File: config.mk
export PLATFORM = sky130hd
export DESIGN_NAME = rca_pipe_adder
export DESIGN_NICKNAME = d
export VERILOG_FILES = /design/src/rtl/rca_pkg.sv /design/src/rtl/rca_chunk.sv /design/src/rtl/rca_full_adder.sv /design/src/rtl/rca_pipe_adder.sv
export SDC_FILE = /design/constraint.sdc
export NUM_CORES = 2
export LEC_CHECK = 0
export BUFFER_PORTS_ARGS = -buffer_cell sky130_fd_sc_hd__buf_2
export CAP_MARGIN = 0
export CORE_UTILIZATION = 65
export CTS_BUF_LIST = sky130_fd_sc_hd__clkbuf_8
export DETAILED_ROUTE_END_ITERATION = 12
export GPL_TIMING_DRIVEN = 0
export PLACE_DENSITY = 0.81
export SLEW_MARGIN = 15
export SYNTH_ARGS = -nofsm -noshare
export SYNTH_HDL_FRONTEND = slang
export SYNTH_SLANG_ARGS = --single-unit
File: constraint.sdc
create_clock -name clk -period 116.5 [get_ports clk]
set_input_delay 23.3 -clock clk [delete_from_list [all_inputs] [get_ports clk]]
set_output_delay 23.3 -clock clk [all_outputs]
set_load 0.02 [all_outputs]
File: src/rtl/rca_pkg.sv
// Shared constants and helpers for the pipelined ripple-carry adder.
package rca_pkg;

  localparam int DEFAULT_WIDTH = 64;
  localparam int DEFAULT_CHUNK = 4;

  function automatic int calcStages(int width, int chunk);
    return width / chunk;
  endfunction

endpackage

File: src/rtl/rca_chunk.sv
// Combinational CHUNK-bit ripple adder; also exposes the carry into its top bit
// so the final slice can derive signed overflow.
module rca_chunk #(
  parameter int CHUNK = 4
) (
  input  logic [CHUNK-1:0] a,
  input  logic [CHUNK-1:0] b,
  input  logic             cin,
  output logic [CHUNK-1:0] sum,
  output logic             cout,
  output logic             c_msb_in
);

  logic [CHUNK:0] w_carry;

  assign w_carry[0] = cin;

  for (genvar i = 0; i < CHUNK; i++) begin : g_bit
    rca_full_adder u_fa (
      .a   (a[i]),
      .b   (b[i]),
      .cin (w_carry[i]),
      .sum (sum[i]),
      .cout(w_carry[i+1])
    );
  end

  assign cout     = w_carry[CHUNK];
  assign c_msb_in = w_carry[CHUNK-1];

endmodule

File: src/rtl/rca_full_adder.sv
// 1-bit full-adder cell, the building block of every ripple chunk.
module rca_full_adder (
  input  logic a,
  input  logic b,
  input  logic cin,
  output logic sum,
  output logic cout
);

  assign sum  = a ^ b ^ cin;
  assign cout = (a & b) | (cin & (a ^ b));

endmodule

File: src/rtl/rca_pipe_adder.sv
// Pipelined ripple-carry adder/subtractor: one CHUNK-bit slice per stage, carry
// registered between stages, whole pipe advancing on a single enable.
module rca_pipe_adder
  import rca_pkg::*;
#(
  parameter int WIDTH = DEFAULT_WIDTH,
  parameter int CHUNK = DEFAULT_CHUNK
) (
  input  logic             clk,
  input  logic             rst,
  input  logic             in_valid,
  output logic             in_ready,
  input  logic [WIDTH-1:0] a,
  input  logic [WIDTH-1:0] b,
  input  logic             cin,
  input  logic             sub,
  output logic             out_valid,
  input  logic             out_ready,
  output logic [WIDTH-1:0] sum,
  output logic             cout,
  output logic             ovf
);

  localparam int STAGES = calcStages(WIDTH, CHUNK);
  localparam int LAST   = STAGES - 1;

  if ((WIDTH % CHUNK) != 0) begin : g_badWidth
    $error("rca_pipe_adder: WIDTH must be a multiple of CHUNK");
  end

  // r_as holds the unconsumed upper A slices in its low bits and the finished sum
  // slices in its high bits; each stage shifts one A slice out and one sum slice in,
  // so after the last stage it is exactly the sum.
  logic             r_valid [STAGES];
  logic [WIDTH-1:0] r_as    [STAGES];
  logic [WIDTH-1:0] r_b     [STAGES];
  logic             r_carry [STAGES];
  logic             r_ovf   [STAGES];

  logic [WIDTH-1:0] w_aIn   [STAGES];
  logic [WIDTH-1:0] w_bIn   [STAGES];
  logic             w_cIn   [STAGES];
  logic             w_vIn   [STAGES];
  logic [CHUNK-1:0] w_slice [STAGES];
  logic             w_cOut  [STAGES];
  logic             w_cMsb  [STAGES];
  logic             w_advance;

  assign w_advance = !r_valid[LAST] || out_ready;
  assign in_ready  = w_advance && !rst;

  for (genvar k = 0; k < STAGES; k++) begin : g_stage
    if (k == 0) begin : g_head
      assign w_aIn[k] = a;
      assign w_bIn[k] = sub ? ~b : b;
      assign w_cIn[k] = sub ? 1'b1 : cin;
      assign w_vIn[k] = in_valid;
    end else begin : g_body
      assign w_aIn[k] = r_as[k-1];
      assign w_bIn[k] = r_b[k-1];
      assign w_cIn[k] = r_carry[k-1];
      assign w_vIn[k] = r_valid[k-1];
    end

    rca_chunk #(.CHUNK(CHUNK)) u_chunk (
      .a       (w_aIn[k][CHUNK-1:0]),
      .b       (w_bIn[k][CHUNK-1:0]),
      .cin     (w_cIn[k]),
      .sum     (w_slice[k]),
      .cout    (w_cOut[k]),
      .c_msb_in(w_cMsb[k])
    );
  end

  always_ff @(posedge clk) begin
    if (rst) begin
      for (int k = 0; k < STAGES; k++) begin
        r_valid[k] <= 1'b0;
        r_as[k]    <= '0;
        r_b[k]     <= '0;
        r_carry[k] <= 1'b0;
        r_ovf[k]   <= 1'b0;
      end
    end else if (w_advance) begin
      for (int k = 0; k < STAGES; k++) begin
        r_valid[k] <= w_vIn[k];
        r_as[k]    <= (w_aIn[k] >> CHUNK) | (WIDTH'(w_slice[k]) << (WIDTH - CHUNK));
        r_b[k]     <= w_bIn[k] >> CHUNK;
        r_carry[k] <= w_cOut[k];
        r_ovf[k]   <= w_cMsb[k] ^ w_cOut[k];
      end
    end
  end

  assign out_valid = r_valid[LAST];
  assign sum       = r_as[LAST];
  assign cout      = r_carry[LAST];
  assign ovf       = r_ovf[LAST];

endmodule

==> results.yml <==
status:
  status: "completed"
setup_path:
  cpMostUsedCell: "buf_2"
  critPathCaptureType: "primary output"
  cp-start-kind: "input pin"
  r2r_slack_ps: 112950
  slowest_stage: "buf_2"
  r2r-start: "r_valid[1][7]"
  arrival_ps: 24770
  setup.worst_path.class: "in2out"
  path_cells: "buf_2 > nor2b_4 > buf_6 > buf_6 > buf_2 > nor2_1 > buf_2"
  cp-endpoint: "in_ready"
  r2r-end: "r_as[0][17]"
  crit_fanout: 11
  required_ps: 93200
  cp-startpoint: "out_ready"
  r2r_cells: 9
  max_stage_delay_ps: 370
yosys:
  synthFlopType: "edfxtp_1"
  syn_nets: 3873
  yosysMostFrequentCell: "edfxtp_1"
  syn_inst: 3675
  synth_top_cell_by_area: "edfxtp_1"
  yosys_warnings: 0
  synth_top_area_share_pct: 73.3
  syn_area_um2: 63000
  ys_ff_latch: 1537
  ys_top_cells_by_area: "edfxtp_1 73%, nor3b_1 8.9%, nor3b_2 4.9%, nor2b_1 4.3%, fa_1 2.0%"
  synth_cell_types: 20
  synth_edf_count: 1537
  yosysSeqAreaShare_pct: 73.3
  synthTopCellsByCount: "1537 x edfxtp_1, 747 x nor3b_1, 437 x nor2b_1"
  async_flop_share_pct: 0
  syn_area_per_cell_um2: 17.1
sta:
  finalCritPeriodShare_pct: 41.3
  setup_violations: 0
  period_minus_slack_ps: 48070
  grt_setup_unrepaired: "false"
  clock.fmax_mhz: 20.8
  maxSlewHeadroom_pct: 43.1
  worst_pin_slew_ps: 853
  tns_ps: 0
  finalHoldViolations: 0
  clock_skew_ps: 40.4
  slew_viol_final: 0
drt:
  dr.pass1.iters: 6
  dr.first_iter.drc_count: 2000
  via_count: 29118
  remaining_drc_errors: 0
  avgRoutedWirePerCell_um: 17.2
  via_per_inst: 5.24
  finalWirelength_mm: 95.5
  ant_nets: 0
layout:
  synthToLayoutAreaGrowth_pct: 11.6
  fillers: 5488
  drive_gt1_share_pct: 23.9
  nNetsFinal: 4325
  final_cells: 5562
clock_network:
  clkLatencyLatePin_ps: 890
  cts_resized: 0
  cts.sinks: 1537
  cts_hold_buf: 0
  numCtsBuffers: 225
  post_cts_buffers: 0
  cts_buffer_depth: 3
  htree_levels: 4
  clk_pin_slew_ps: 60
  cts_root_buffer: "clkbuf_8"
  cts_tree: "done"
grt:
  grt_pass1_wl_mm: 152
  grt_max_degree: 70
  track_usage_pct: 20.0
  grt_pass1_vias: 28999
  grt_overflow: 0
  antenna_found_initial: 2
floorplan:
  row_count: 113
  initial_core_util_pct: 66.0
  ioPinCount: 202
  coreArea_um2: 95400
  chipWidth_um: 313
  die_h_um: 313
  die_area_um2: 98100
power_and_ir_drop:
  p_per_area_nw_per_um2: 14.6
  irDropWorstVdd_v: 0.0000106
  p_leak_nw: 28.2
place:
  gp_congestion: 0.783
  io_buffers: 199
  dp_cells: 5165
  dp_hpwl_mm: 62.8
hold_path:
  min-delay-start: "r_as[1][278]"
  hp-class: "reg2reg"
  hold_path_depth: 1
job:
  cap_violations: 0
[area by class of cell]
type / instances / area, um^2 / area share, %
Clock buffer: 227 / 3120 / 4.45
Inverter: 106 / 398 / 0.566
Clock inverter: 168 / 880 / 1.25
Timing Repair Buffer: 225 / 1680 / 2.39
Multi-Input combinational cell: 1670 / 13800 / 19.7
Tap cell: 1265 / 1580 / 2.25
Sequential cell: 1537 / 46200 / 65.7
Buffer: 362 / 2630 / 3.74
Antenna cell: 2 / 5.00 / 0.00712
[routing by layer]
metal	track usage, %	wire length [um]	vias up
met3	3.98	4850	169
met1	24.6	38300	13883
met5	0	0	-
li1	-	-	14321
met4	7.14	2330	0
met2	35.3	50000	745
[sequential cells by signal, summed over array words and instances (netlist names)]
signal,cells
r_valid,16
r_carry,16
r_b,480
r_ovf,1
r_as,1024
[per-stage QoR]
step                utilization (%)  cell area (um^2)  power (mW)  setup WS (ps)  hold WS [ps]
finish                         73.6             70300        1.02          68430           517
global route                   73.6             70300        1.06          68350           518
CTS                            73.6             70300        1.03          68340           509
detailed placement             69.4             66300       0.653          68340           518
global placement               68.7             65600       0.652          43790           512
floorplan                         -             63000       0.643          54130           509
[cells in the final DEF (no fill, tap or decap), types with 63 or more instances in the layout]
master	n
buf_4	95
nor3b_2	245
nor2b_1	437
xnor2_1	63
inv_1	186
edfxtp_1	1537
buf_2	288
clkbuf_8	227
nor3_1	88
fa_1	64
buf_6	106
nor3b_1	747
clkbuf_1	67
[logic make-up after synthesis]
| group | synth area share, % |
|---|---|
| xor gates and xnor gates | 0.904 |
| adders and majority gates | 2.03 |
| buffers and inverters | 4.80 |
| DFF | 73.3 |
| and+or+nand+nor | 19.0 |
[worst min-delay path by stage]
stage	endpoint	slack, ps
2_1_floorplan	r_as[1][128]	510
3_3_place_gp	r_valid[1][4]	510
3_5_place_dp	r_as[1][299]	520
4_1_cts	r_as[1][338]	510
5_1_grt	r_as[1][338]	520
6_report	r_as[1][338]	520
[report_power, final]
group / switching (mW) / internal, mW
Combinational: 0.0162 / 0.0129
Sequential: 0.00233 / 0.610
Clock: 0.191 / 0.192
[worst max-delay path, delay by kind of cell]
family        cells  cell delay [ps]
simple gates      2              260
buf+inv           5             1200
No activity file was read; power rests on OpenSTA's default activity.
